$ cat src/rtl/display_formatter.sv
// Signed binary to seven-segment digit formatter: double-dabble BCD conversion,
// leading-zero blanking, minus-sign placement and overflow dashes.
module display_formatter #(
    parameter int WIDTH      = 10,
    parameter int NUM_DIGITS = 4
) (
    input  logic                      clk,
    input  logic                      rst,
    input  logic                      in_valid,
    input  logic [WIDTH-1:0]          in_data,
    output logic                      in_ready,
    input  logic                      blank,
    output logic [4*NUM_DIGITS-1:0]   bin_bus,
    output logic [NUM_DIGITS-1:0]     neg_bus,
    output logic [NUM_DIGITS-1:0]     en_bus,
    output logic                      out_valid,
    overflow
);

    localparam int BCD_DIGITS = 5;
    localparam int BCD_W      = 4 * BCD_DIGITS;
    localparam int CNT_W      = 5;

    typedef enum logic [1:0] {
        ST_IDLE,
        ST_ABS,
        ST_CONVERT,
        ST_FORMAT
    } state_t;

    state_t                    state_q, state_d;
    logic                      sign_q, sign_d;
    logic [WIDTH-1:0]          data_q, data_d;
    logic [WIDTH-1:0]          mag_q, mag_d;
    logic [BCD_W-1:0]          bcd_q, bcd_d;
    logic [CNT_W-1:0]          cnt_q, cnt_d;
    logic [4*NUM_DIGITS-1:0]   bin_q, bin_d;
    logic [NUM_DIGITS-1:0]     neg_q, neg_d;
    logic [NUM_DIGITS-1:0]     pat_q, pat_d;
    logic [NUM_DIGITS-1:0]     en_q, en_d;
    logic                      out_valid_q, out_valid_d;
    logic                      overflow_q, overflow_d;

    logic [BCD_W-1:0]          bcd_adj;
    logic [2:0]                msd;
    logic                      fmt_ovf;
    logic [4*NUM_DIGITS-1:0]   fmt_bin;
    logic [NUM_DIGITS-1:0]     fmt_neg;
    logic [NUM_DIGITS-1:0]     fmt_en;

    // Handshake: a value transfers on a rising edge where in_valid && in_ready;
    // in_ready is high only in IDLE, so the source must hold in_valid/in_data until then.
    assign in_ready  = (state_q == ST_IDLE);
    assign bin_bus   = bin_q;
    assign neg_bus   = neg_q;
    assign en_bus    = en_q;
    assign out_valid = out_valid_q;
    assign overflow  = overflow_q;

    always_comb begin
        bcd_adj = bcd_q;
        for (int j = 0; j < BCD_DIGITS; j++) begin
            if (bcd_q[4*j +: 4] >= 4'd5) begin
                bcd_adj[4*j +: 4] = bcd_q[4*j +: 4] + 4'd3;
            end
        end
    end

    always_comb begin
        msd = '0;
        for (int j = 0; j < BCD_DIGITS; j++) begin
            if (bcd_q[4*j +: 4] != 4'd0) begin
                msd = 3'(j);
            end
        end

        fmt_ovf = 1'b0;
        for (int j = 0; j < BCD_DIGITS; j++) begin
            if (j >= NUM_DIGITS && bcd_q[4*j +: 4] != 4'd0) begin
                fmt_ovf = 1'b1;
            end
        end
        // A negative value also needs a free position for its minus sign.
        if (sign_q && bcd_q[4*(NUM_DIGITS-1) +: 4] != 4'd0) begin
            fmt_ovf = 1'b1;
        end

        fmt_bin = '0;
        fmt_neg = '0;
        fmt_en  = '0;
        if (fmt_ovf) begin
            fmt_neg = '1;
            fmt_en  = '1;
        end else begin
            for (int i = 0; i < NUM_DIGITS; i++) begin
                if (i <= int'(msd)) begin
                    fmt_en[i]         = 1'b1;
                    fmt_bin[4*i +: 4] = bcd_q[4*i +: 4];
                end else if (sign_q && i == int'(msd) + 1) begin
                    fmt_en[i]  = 1'b1;
                    fmt_neg[i] = 1'b1;
                end
            end
        end
    end

    always_comb begin
        state_d     = state_q;
        sign_d      = sign_q;
        data_d      = data_q;
        mag_d       = mag_q;
        bcd_d       = bcd_q;
        cnt_d       = cnt_q;
        bin_d       = bin_q;
        neg_d       = neg_q;
        pat_d       = pat_q;
        overflow_d  = overflow_q;
        out_valid_d = 1'b0;

        case (state_q)
            ST_IDLE: begin
                if (in_valid && in_ready) begin
                    data_d  = in_data;
                    sign_d  = in_data[WIDTH-1];
                    state_d = ST_ABS;
                end
            end
            ST_ABS: begin
                // Unsigned view makes the most negative input map to 2^(WIDTH-1).
                mag_d   = sign_q ? (-data_q) : data_q;
                bcd_d   = '0;
                cnt_d   = '0;
                state_d = ST_CONVERT;
            end
            ST_CONVERT: begin
                bcd_d = {bcd_adj[BCD_W-2:0], mag_q[WIDTH-1]};
                mag_d = {mag_q[WIDTH-2:0], 1'b0};
                cnt_d = cnt_q + 1'b1;
                if (cnt_q == CNT_W'(WIDTH - 1)) begin
                    state_d = ST_FORMAT;
                end
            end
            ST_FORMAT: begin
                bin_d       = fmt_bin;
                neg_d       = fmt_neg;
                pat_d       = fmt_en;
                overflow_d  = fmt_ovf;
                out_valid_d = 1'b1;
                state_d     = ST_IDLE;
            end
            default: state_d = ST_IDLE;
        endcase

        en_d = pat_d & ~{NUM_DIGITS{blank}};
    end

    always_ff @(posedge clk) begin
        if (rst) begin
            state_q     <= ST_IDLE;
            sign_q      <= 1'b0;
            data_q      <= '0;
            mag_q       <= '0;
            bcd_q       <= '0;
            cnt_q       <= '0;
            bin_q       <= '0;
            neg_q       <= '0;
            pat_q       <= NUM_DIGITS'(1);
            en_q        <= NUM_DIGITS'(1);
            out_valid_q <= 1'b0;
            overflow_q  <= 1'b0;
        end else begin
            state_q     <= state_d;
            sign_q      <= sign_d;
            data_q      <= data_d;
            mag_q       <= mag_d;
            bcd_q       <= bcd_d;
            cnt_q       <= cnt_d;
            bin_q       <= bin_d;
            neg_q       <= neg_d;
            pat_q       <= pat_d;
            en_q        <= en_d;
            out_valid_q <= out_valid_d;
            overflow_q  <= overflow_d;
        end
    end

endmodule

$ cat config.mk
export PLATFORM = sky130hd
export DESIGN_NAME = display_formatter
export DESIGN_NICKNAME = d
export VERILOG_FILES = /design/src/rtl/display_formatter.sv
export SDC_FILE = /design/constraint.sdc
export NUM_CORES = 1
export LEC_CHECK = 0
export CAP_MARGIN = 20
export CORE_UTILIZATION = 40
export DETAILED_ROUTE_END_ITERATION = 10
export SLEW_MARGIN = 20
export SYNTH_ARGS = -nofsm -noshare
export SYNTH_HDL_FRONTEND = slang
export SYNTH_SLANG_ARGS = --single-unit
export TNS_END_PERCENT = 10
$ cat constraint.sdc
create_clock -name clk -period 3.3 [get_ports clk]
set_input_delay 0.33 -clock clk [delete_from_list [all_inputs] [get_ports clk]]
set_output_delay 0.33 -clock clk [all_outputs]
set_load 0.01 [all_outputs]
* After elaboration in Yosys (flattened, before gate mapping) *
Cells that the tools add are included.

storage, ports and cells
  register bits = 78
  input port bits = 14
  output and inout port bits = 27
  logic and storage cells = 87

cells by class
  add/subtract/negate cells = 8
  $lt $le $gt $ge = 8
  equality and inequality tests = 9
  mux-type cells = 35
  bitwise logic cells = 2
  reduce and logical (&&, ||, !) cells = 13

operators with widths
  operator                                                                             count
  4-bit 2-to-1 mux                                                                     10
  20-bit case mux with 2 select lines                                                  1
  2-bit by 32-bit equality test with 1-bit output, first input constant                1
  3-bit by 32-bit equality test with 1-bit output, first input constant                1
  4-bit by 3-bit greater-or-equal comparator with 1-bit output, second input constant  5
  10-bit case mux with 2 select lines                                                  1
  4-bit by 2-bit adder with 4-bit output, second input constant                        4
  16-bit 2-to-1 mux                                                                    1
  4-bit nonzero test                                                                   4
  1-bit 2-to-1 mux                                                                     13
  3-bit 2-to-1 mux                                                                     4
  10-bit 2-to-1 mux                                                                    1
  10-bit negator                                                                       1
  5-bit case mux with 2 select lines                                                   1
  2-bit case mux with 4 select lines                                                   1
  2-bit by 3-bit <= comparator with 1-bit output, first input constant                 2
  5-bit by 1-bit adder with 5-bit output, second input constant                        1
  5-bit by 4-bit equality test with 1-bit output, second input constant                1
  1-bit logical AND                                                                    5
  3-bit by 1-bit adder with 4-bit output, second input constant                        1
  4-bit AND                                                                            1
  2-bit equality test, second input constant                                           2
  2-bit by 4-bit equality test with 1-bit output, first input constant                 1
  2-bit 2-to-1 mux                                                                     2
  other kinds (9)                                                                      10

* Longest topological paths before layout *
  word-level depth = 13
  gate-level depth with buffers = 8

* Worst setup path before layout *
OpenSTA, ideal clock, no wires.

  kind = register to register
  start point = register state_q[0]
  end point = register bcd_q[10]
  library setup time = 0.070 ns
  arrival time = 1.591 ns
  path slack = 1.639 ns
  cell stages (with the launch flop) = 8
  path buffers = 1
  period minus slack after synthesis = 1.661 ns
  cell sequence = dfxtp_1 > inv_1 > ha_1 > clkbuf_1 > inv_2 > nor2_1 > nand2_1 > o21ai_1

between the ends
  longest elaborated chain between the ends = 2
  elaborated cells on any way between the ends = 4

RTL lines
  element                                                                                       line  text
  from (decl)                                                                                   31    state_t state_q, state_d;
  from (signal assigned)                                                                        172   state_q <= state_d;
  2-bit equality test / 2-bit by 1-bit equality test with 1-bit output (equally long branches)  120   case (state_q)
  20-bit case mux with 2 select lines / 2-bit nonzero test (equally long branches)              n/a
  to (signal assigned)                                                                          163   bcd_q <= '0;
  to (signal assigned)                                                                          176   bcd_q <= bcd_d;
  to (decl)                                                                                     35    logic [BCD_W-1:0] bcd_q, bcd_d;

Parallel ways exist; a longest one is shown, timed or not.
A chain may end at the register's enable or synchronous reset.

* Worst setup path in the final report *
  start point = register state_q[1]
  end point = register bin_q[8], in the netlist bin_bus[8]

between the ends
  longest elaborated chain between the ends = 1

RTL lines
  element               line  text
  2-bit equality test   120
  to (signal assigned)  178   bin_q <= bin_d;
  to (decl)             37    logic [4*NUM_DIGITS-1:0] bin_q, bin_d;

Every way passes these cells.

==> results.sh <==
export IMPL_io_buffers=40
export IMPL_cp_cell_sequence="ha_1 -> nand4bb_1 -> a211oi_4 -> and2_1 -> a22o_1"
export IMPL_dpl_hpwl_mm=5.37
export IMPL_die_h_um=96.2
export IMPL_htree_levels=3
export IMPL_max_cap_violations=0
export IMPL_synth_distinct_cells=60
export IMPL_rr_startpoint="state_q[1]"
export IMPL_path_buf_inv=0
export IMPL_rsz0062_at_grt="no"
export IMPL_ys_ff_latch=76
export IMPL_initial_core_util_pct=42.3
export IMPL_gr_total_overflow=0
export IMPL_antenna_left=0
export IMPL_grt_usage_pct=18.5
export IMPL_viasPerCell=5.30
export IMPL_num_fill_cells=779
export IMPL_fin_crit_sh_pct=66.1
export IMPL_critical_path_endpoint="bin_bus[8]"
export IMPL_synth_area_leader_cell="dfxtp_1"
export IMPL_p_leak_nw=1.54
export IMPL_cts_max_path_buffers=2
export IMPL_cp_start_kind="flip-flop"
export IMPL_slew_headroom_pct=34.5
export IMPL_boundaryPins=41
export IMPL_wl_per_cell_um=14.8
export IMPL_path_class="reg -> reg"
export IMPL_synth_area_leaders="dfxtp_1 (43%), ha_1 (6.3%), nand2_1 (4.4%)"
export IMPL_dominantRegCellSynth="dfxtp_1"
export IMPL_fp_dieW_um=96.2
export IMPL_required_ns=3.60
export IMPL_critical_path_top_delay_family="compound AO/OA/AOI/OAI gates"
export IMPL_fin_total_pwr_mw=2.67
export IMPL_grt_max_degree=30
export IMPL_powerDensity_nw_per_um2=633
export IMPL_vdd_drop_max_uv=507
export IMPL_dieArea_sq_um=9250
export IMPL_cts_buffers=9
export IMPL_grt_antenna_before_repair=0
export IMPL_drc=0
export IMPL_gp_congestion=0.856
export IMPL_worst_pin_slew_ns=0.979
export IMPL_async_reset_ff_share_pct=0
export IMPL_skew_ns=0.00805
export IMPL_timing_rr_end="bin_bus[8]"
export IMPL_core_area_sq_um=8380
export IMPL_dr_pass1_iters=5
export IMPL_hp_class="reg -> reg"
export IMPL_clkLatencyLatePin_ns=0.35
export IMPL_cts_tree="yes"
export IMPL_status="completed"
export IMPL_vias=2812
export IMPL_cp_arrival_ns=2.48
export IMPL_root_buffer="clkbuf_8"
export IMPL_crit_fanout=14
export IMPL_yosys_warnings=0
export IMPL_grt_pass1_wl_mm=12.9
export IMPL_synth_top_cell_area_share_pct=42.9
export IMPL_clock_sinks=76
export IMPL_fmax_mhz=459
export IMPL_cts_resized=0
export IMPL_synth_nets=417
export IMPL_grt_pass1_vias=2631
export IMPL_nets=453
export IMPL_final_core_util_pct=50.2
export IMPL_synth_edf_count=0
export IMPL_hold_violations=0
export IMPL_drive_above_1_share_pct=8.22
export IMPL_clkTransAtPathRegs_ns=0.08
export IMPL_ys_seq_area_share_pct=42.9
export IMPL_ff2ff_setup_slack_ns=1.12
export IMPL_rr_worst_depth=5
export IMPL_slew_viol_final=0
export IMPL_drtIter0Drc=118
export IMPL_fin_crit_ns=2.18
export IMPL_final_common_cell="dfxtp_1"
export IMPL_slowest_stage="a211oi_4"
export IMPL_floorplan_rows=33
export IMPL_synth_area_sq_um=3550
export IMPL_netlist_instances=385
export IMPL_cp_num_cells=5
export IMPL_ctsHoldBuffers=0
export IMPL_routed_wl_mm=7.86
export IMPL_endpoint_kind="flip-flop"
export IMPL_crit_start="state_q[1]"
export IMPL_num_antenna_cells=0
export IMPL_max_stage_delay_ns=0.61
export IMPL_postCtsSetupBuffers=0
export IMPL_setup_ws_ns=1.12
export IMPL_area_growth_pct=18.7
export IMPL_postSynthAreaPerCell_sq_um=9.21
export IMPL_setup_violations=0
export IMPL_layout_common_cells="dfxtp_1 (76), nand2_1 (42), clkdlybuf4s50_1 (39)"
export IMPL_place_ws_ns=1.16
export IMPL_setup_tns_ns=0
flip-flops by register name, indices dropped and copies added, names as in the netlist, 4 cells and up:
name / flops
bcd_q: 20
bin_bus: 16
cnt_q: 5
data_q: 9
en_bus: 4
mag_q: 10
neg_bus: 4
pat_q: 4
synthesized netlist by cell type, types with 2 or more instances:
cell type and number:
xnor2_1 7, and2_1 3, dfxtp_1 76, nand3_1 6, o31ai_1 8, a21oi_1 28, nor4_1 4, buf_6 3
nand4_1 4, clkbuf_1 9, buf_2 2, and3_1 5, ha_1 18, xor2_1 5, inv_2 4, nor2b_1 3
nand2_1 42, a22o_1 14, a32oi_1 7, o211ai_1 4, nor3b_2 3, a41o_1 2, or3_1 4, nor3b_1 2
o21ai_1 14, mux2_1 3, nand4bb_1 2, nor2_1 28, o32a_1 3, nor3_1 10, mux2i_1 6, inv_1 16
a211oi_1 2, nand2b_1 11, a32o_1 2
worst min-delay path by stage:
stage              from  endpoint  slack (ns)  cells after the start
4_1_cts        pat_q[0]  pat_q[0]        0.44                      1
5_1_grt        pat_q[0]  pat_q[0]        0.48                      1
2_1_floorplan  pat_q[0]  pat_q[0]        0.40                      1
6_report       pat_q[0]  pat_q[0]        0.45                      1
3_5_place_dp   pat_q[0]  pat_q[0]        0.42                      1
3_3_place_gp   pat_q[0]  pat_q[0]        0.42                      1
power breakdown:
group / internal [mW] / leakage, nW / switching, mW
sequential: 1.00 / 0.615 / 0.0723
clock: 0.447 / 0.116 / 0.357
combinational: 0.289 / 0.810 / 0.502
total: 1.74 / 1.54 / 0.931
metal layers:
metal  part of all wire [%]  vias up  global-route usage (%)
met1                     48     1298                    23.5
met3                    3.2        6                    4.34
met2                     48       51                    30.2
met4                    1.2        0                    6.97
li1                       -     1457                       -
met5                      0        -                       0
stage by stage:
stage | hold WS [ns] | instance area, sq um | std cells
floorplan | 0.405 | 3550 | 385
global route | 0.477 | 4210 | 531
finish | 0.448 | 4210 | 531
CTS | 0.442 | 4210 | 531
detailed placement | 0.422 | 3990 | 515
global placement | 0.421 | 3990 | 515
cell type report:
cell class,count,area (sq um),area share (%)
clock inverters,6,87.6,2.08
well taps,105,131,3.12
inverters,20,75.1,1.78
repair buffers,43,418,9.93
clock buffers,10,138,3.27
flip-flops and latches,76,1520,36.1
multi-input cells,271,1840,43.7
cell families after synthesis:
group           Yosys count  share of synthesized area [%]
simple gates            132                           19.3
flops                    76                           42.9
mux                       9                           2.65
fa+ha+maj                18                           6.35
compound gates          100                           20.6
buf+inv                  38                           5.26
xor+xnor                 12                           2.96
Note: power is estimated with default switching activity, not from simulation.
